**src/rtl/uart_time_tx.sv**
```systemverilog
// Serial 8N1 transmitter: sends a NUM_CHARS-byte payload (char 0 first) plus an
// EOL terminator, one bit per BIT_CLKS cycles of the 1 MHz clock.
`timescale 1ns/1ps
module uart_time_tx #(
  parameter int unsigned BIT_CLKS  = 104,
  parameter int unsigned NUM_CHARS = 6,
  parameter logic [7:0]  EOL_CHAR  = 8'h0D
) (
  input  logic                   clk1mhz,
  input  logic                   reset,
  input  logic                   send,
  input  logic [8*NUM_CHARS-1:0] tx_data,
  output logic                   txd,
  output logic                   busy,
  output logic                   done
);

  localparam int unsigned CNT_W  = $clog2(BIT_CLKS);
  localparam int unsigned DATA_W = 8 * NUM_CHARS;

  typedef enum logic [1:0] {
    IDLE  = 2'd0,
    START = 2'd1,
    DATA  = 2'd2,
    STOP  = 2'd3
  } state_t;

  state_t            state, state_nxt;
  logic [CNT_W-1:0]  bit_cnt, bit_cnt_nxt;
  logic [2:0]        bit_idx, bit_idx_nxt;
  logic [2:0]        char_idx, char_idx_nxt;
  logic [DATA_W-1:0] shadow, shadow_nxt;
  logic              txd_nxt, busy_nxt, done_nxt;

  logic [DATA_W-1:0] shifted_c;
  logic [7:0]        cur_byte_c;
  logic [2:0]        bit_idx_inc_c;
  logic              bit_end_c;

  // Byte currently on the wire: payload character, or the terminator last.
  always_comb begin
    shifted_c     = shadow >> {char_idx, 3'b000};
    cur_byte_c    = (char_idx == 3'(NUM_CHARS)) ? EOL_CHAR : shifted_c[7:0];
    bit_idx_inc_c = bit_idx + 3'd1;
    bit_end_c     = (bit_cnt == CNT_W'(BIT_CLKS - 1));
  end

  // Next-state and next-output logic; outputs change on bit boundaries only.
  always_comb begin
    state_nxt    = state;
    bit_cnt_nxt  = bit_end_c ? '0 : bit_cnt + CNT_W'(1);
    bit_idx_nxt  = bit_idx;
    char_idx_nxt = char_idx;
    shadow_nxt   = shadow;
    txd_nxt      = txd;
    busy_nxt     = busy;
    done_nxt     = 1'b0;

    case (state)
      IDLE: begin
        bit_cnt_nxt = '0;
        txd_nxt     = 1'b1;
        busy_nxt    = 1'b0;
        if (send) begin
          shadow_nxt   = tx_data;
          char_idx_nxt = 3'd0;
          bit_idx_nxt  = 3'd0;
          busy_nxt     = 1'b1;
          txd_nxt      = 1'b0;
          state_nxt    = START;
        end
      end
      START: begin
        if (bit_end_c) begin
          bit_idx_nxt = 3'd0;
          txd_nxt     = cur_byte_c[0];
          state_nxt   = DATA;
        end
      end
      DATA: begin
        if (bit_end_c) begin
          if (bit_idx == 3'd7) begin
            txd_nxt   = 1'b1;
            state_nxt = STOP;
          end else begin
            bit_idx_nxt = bit_idx_inc_c;
            txd_nxt     = cur_byte_c[bit_idx_inc_c];
          end
        end
      end
      STOP: begin
        if (bit_end_c) begin
          if (char_idx < 3'(NUM_CHARS)) begin
            // Next frame starts immediately, no idle gap.
            char_idx_nxt = char_idx + 3'd1;
            txd_nxt      = 1'b0;
            state_nxt    = START;
          end else begin
            txd_nxt   = 1'b1;
            busy_nxt  = 1'b0;
            done_nxt  = 1'b1;
            state_nxt = IDLE;
          end
        end
      end
      default: begin
        txd_nxt   = 1'b1;
        busy_nxt  = 1'b0;
        state_nxt = IDLE;
      end
    endcase
  end

  // State, counters, shadow payload and registered outputs.
  always_ff @(posedge clk1mhz or negedge reset) begin
    if (!reset) begin
      state    <= IDLE;
      bit_cnt  <= '0;
      bit_idx  <= 3'd0;
      char_idx <= 3'd0;
      shadow   <= '0;
      txd      <= 1'b1;
      busy     <= 1'b0;
      done     <= 1'b0;
    end else begin
      state    <= state_nxt;
      bit_cnt  <= bit_cnt_nxt;
      bit_idx  <= bit_idx_nxt;
      char_idx <= char_idx_nxt;
      shadow   <= shadow_nxt;
      txd      <= txd_nxt;
      busy     <= busy_nxt;
      done     <= done_nxt;
    end
  end

endmodule

```
**config.mk**
```make
export PLATFORM = sky130hd
export DESIGN_NAME = uart_time_tx
export DESIGN_NICKNAME = d
export VERILOG_FILES = /design/src/rtl/uart_time_tx.sv
export SDC_FILE = /design/constraint.sdc
export NUM_CORES = 1
export LEC_CHECK = 0
export BUFFER_PORTS_ARGS = -buffer_cell sky130_fd_sc_hd__buf_2
export CORE_UTILIZATION = 56
export DETAILED_ROUTE_END_ITERATION = 10
export GPL_ROUTABILITY_DRIVEN = 0
export PLACE_DENSITY = 0.79
export SYNTH_ARGS = -nofsm -noshare
export SYNTH_HDL_FRONTEND = slang
export SYNTH_SLANG_ARGS = --single-unit
```
**constraint.sdc**
```tcl
create_clock -name clk1mhz -period 3.4 [get_ports clk1mhz]
set_clock_uncertainty 0.1 [all_clocks]
set_input_delay 0.51 -clock clk1mhz [delete_from_list [all_inputs] [get_ports clk1mhz]]
set_output_delay 0.51 -clock clk1mhz [all_outputs]
set_load 0.05 [all_outputs]
```
==> reports/metrics.yaml <==
outcome: "finished, final reports clean"
grt_pass1_wl_um: 10700
post_cts_resized: 0
crit_arrival_ns: 2.40
synthCells: 267
drcViolationCount: 0
hp-class: "input port to async pin"
hpwlAfterDp_um: 4570
std_cell_rows: 27
drv_slew: 0
synthesis.area_sq_mm: 0.00331
crit_start: "state[0]$_DFFE_PN0P_"
seq_area_sq_mm: 0.00165
cp-start-kind: "register"
cap_violations: 0
synth_edf_count: 0
wirelength_um: 6360
nNetsFinal: 380
clkSlewWorstSetupHoldPaths_ns: 0.07
ctsHoldBuffers: 0
htreeDepth: 3
ir_worst_vdd_mv: 0.283
ff2ff_path_depth: 5
nFillCells: 451
finalCritPeriodShare: 0.668
antenna_cells: 0
cts_setup_buffers: 0
detail_route.wl_per_cell_um: 16.1
r2r_start: "state[0]$_DFFE_PN0P_"
track_usage: 0.230
required_ns: 3.53
grt_max_degree: 40
power_density_mw_per_mm2: 393
power.total_uw: 1500
drt_pass1_iterations: 4
setup_tns_ns: 0
port_buffers: 53
clk_latency_ns: 0.34
post-place-ws_ns: 1.15
r2r-end: "shadow[46]$_DFFE_PN0P_"
dieWidth_um: 78.9
multi_input_area_sq_mm: 0.00155
cts.sinks: 66
cp-end-kind: "register"
path_class: "register to register"
fin_util: 0.681
relSlewSlack: 0.572
rsz0062_at_grt: "no"
cpPeakStageDelay_ns: 0.48
grt_antenna_before_repair: 0
ys_warn_count: 0
max_freq_mhz: 440
syn_avg_cell_area_sq_um: 12.4
synth_seq_area_share: 0.500
fin_cells: 395
tightest_slew_ns: 0.642
synth_seq_cells: 66
die-area_sq_mm: 0.00622
core_sq_mm: 0.00561
syn-num-nets: 328
crit_path_end: "shadow[46]$_DFFE_PN0P_"
ioPinCount: 54
area_growth_pct: 15.4
reg2reg_setup_slack_ns: 1.13
ys_types: 42
fin_ws_ns: 1.13
grt_pass1_vias: 2298
cts_buffer_depth: 2
cpMaxStageDelayCell: "buf_4"
finalHoldViolations: 0
crit_chain: "inv_1, ha_1, nand2_2, buf_4, mux2_2"
overflow: 0
drt-vias-per-instance: 5.60
drive_gt1_frac: 0.409
cts_tree: "built"
ant_nets: 0
cts_buffers: 9
placedCellCount: 380
fp.dieH_um: 78.9
cp_max_fo: 38
setup_violations: 0
async_reset_ff_frac: 1.00
cts_root_buf: "clkbuf_8"
p_leak_uw: 0.00189
initial_core_util: 0.590
drt_iter0_markers: 142
vias: 2211
min_period_ns: 2.27
ys.flop_type: "dfrtp_1"
## cells by family after synthesis
kind of cell / synth area share
mux: 0.258
flops: 0.500
simple gates: 0.0855
compound gates: 0.0756
buf+inv: 0.0329
fa+ha+maj: 0.0378
xor+xnor: 0.0106
## flip-flops by register name, indices dropped and copies added (netlist names)
| register | count |
|---|---|
| bit_cnt | 7 |
| txd | 1 |
| state | 2 |
| char_idx | 3 |
| shadow | 48 |
| done | 1 |
| busy | 1 |
| bit_idx | 3 |
## routing by layer
layer / vias to the layer above / global-route usage / wire [um]
met5: - / 0 / 0
met4: 0 / 0.125 / 163
met3: 17 / 0.0425 / 275
met2: 65 / 0.353 / 2960
met1: 1054 / 0.312 / 2960
li1: 1075 / - / -
## worst max-delay path, delay by kind of cell (launching register included)
family	cells	cell delay (ns)
and+or+nand+nor	1	0.29
muxes	1	0.39
buffers and inverters	2	0.59
adders and majority gates	1	0.35
DFF	1	0.39
## report_power, final
| group | internal, uW | switching [uW] | leakage [uW] |
|---|---|---|---|
| Sequential | 785 | 0 | 0.000883 |
| Combinational | 21.0 | 23.3 | 0.000902 |
| Clock | 394 | 276 | 0.000106 |
## how the worst min path moves through the flow
stage	startpoint	to	slack, ns	cells after the start
6_report	reset	shadow[41]$_DFFE_PN0P_	0.09	1
5_1_grt	reset	shadow[43]$_DFFE_PN0P_	0.14	1
4_1_cts	reset	shadow[43]$_DFFE_PN0P_	0.1	1
3_5_place_dp	bit_cnt[0]$_DFF_PN0_	bit_cnt[0]$_DFF_PN0_	0.38	1
3_3_place_gp	bit_cnt[0]$_DFF_PN0_	bit_cnt[0]$_DFF_PN0_	0.37	1
2_1_floorplan	reset	bit_cnt[0]$_DFF_PN0_	0.11	0
## metrics by stage
| step | cell area, sq um | hold slack [ns] |
|---|---|---|
| 5_1_grt | 3820 | 0.144 |
| 3_3_place_gp | 3610 | 0.366 |
| 3_5_place_dp | 3610 | 0.381 |
| 4_1_cts | 3820 | 0.0959 |
| 6_report | 3820 | 0.0876 |
| 2_1_floorplan | 3310 | 0.114 |
## cells in the mapped netlist (2+ instances only)
| cell | count | area [sq um] |
|---|---|---|
| xor2_1 | 2 | 17.5 |
| mux2_2 | 53 | 597 |
| and3_1 | 3 | 18.8 |
| a32oi_1 | 2 | 17.5 |
| nand2_1 | 14 | 52.6 |
| nor3_1 | 9 | 45.0 |
| a31oi_1 | 5 | 31.3 |
| nand3_1 | 4 | 20.0 |
| buf_2 | 3 | 15.0 |
| nor2b_1 | 4 | 25.0 |
| a22oi_1 | 2 | 15.0 |
| a21oi_1 | 7 | 35.0 |
| mux4_2 | 4 | 90.1 |
| o21ai_0 | 10 | 50.1 |
| xnor2_1 | 2 | 17.5 |
| inv_1 | 9 | 33.8 |
| nor2_1 | 8 | 30.0 |
| buf_6 | 2 | 22.5 |
| mux2i_1 | 14 | 140 |
| nand4_1 | 3 | 18.8 |
| nand2b_1 | 3 | 18.8 |
| nor3b_1 | 2 | 15.0 |
| ha_1 | 10 | 125 |
| dfrtp_1 | 65 | 1630 |
| clkbuf_1 | 10 | 37.5 |
## cells in the final DEF, fill, tap and decap left out, drive strengths merged, types with 7 or more instances in the layout
master	count
dfrtp	65
buf	56
nor2	8
nand2	14
clkbuf	13
a21oi	7
mux2	53
mux2i	14
nor3	9
inv	9
ha	10
o21ai	10
## layout make-up
class | instances | area share
Sequential cell | 66 | 0.433
Tap cell | 72 | 0.0236
Multi-Input combinational cell | 177 | 0.406
Inverter | 9 | 0.00885
Clock buffer | 13 | 0.0442
Clock inverter | 2 | 0.00918
Timing Repair Buffer | 56 | 0.0754
(Power assumes the default switching activity.)
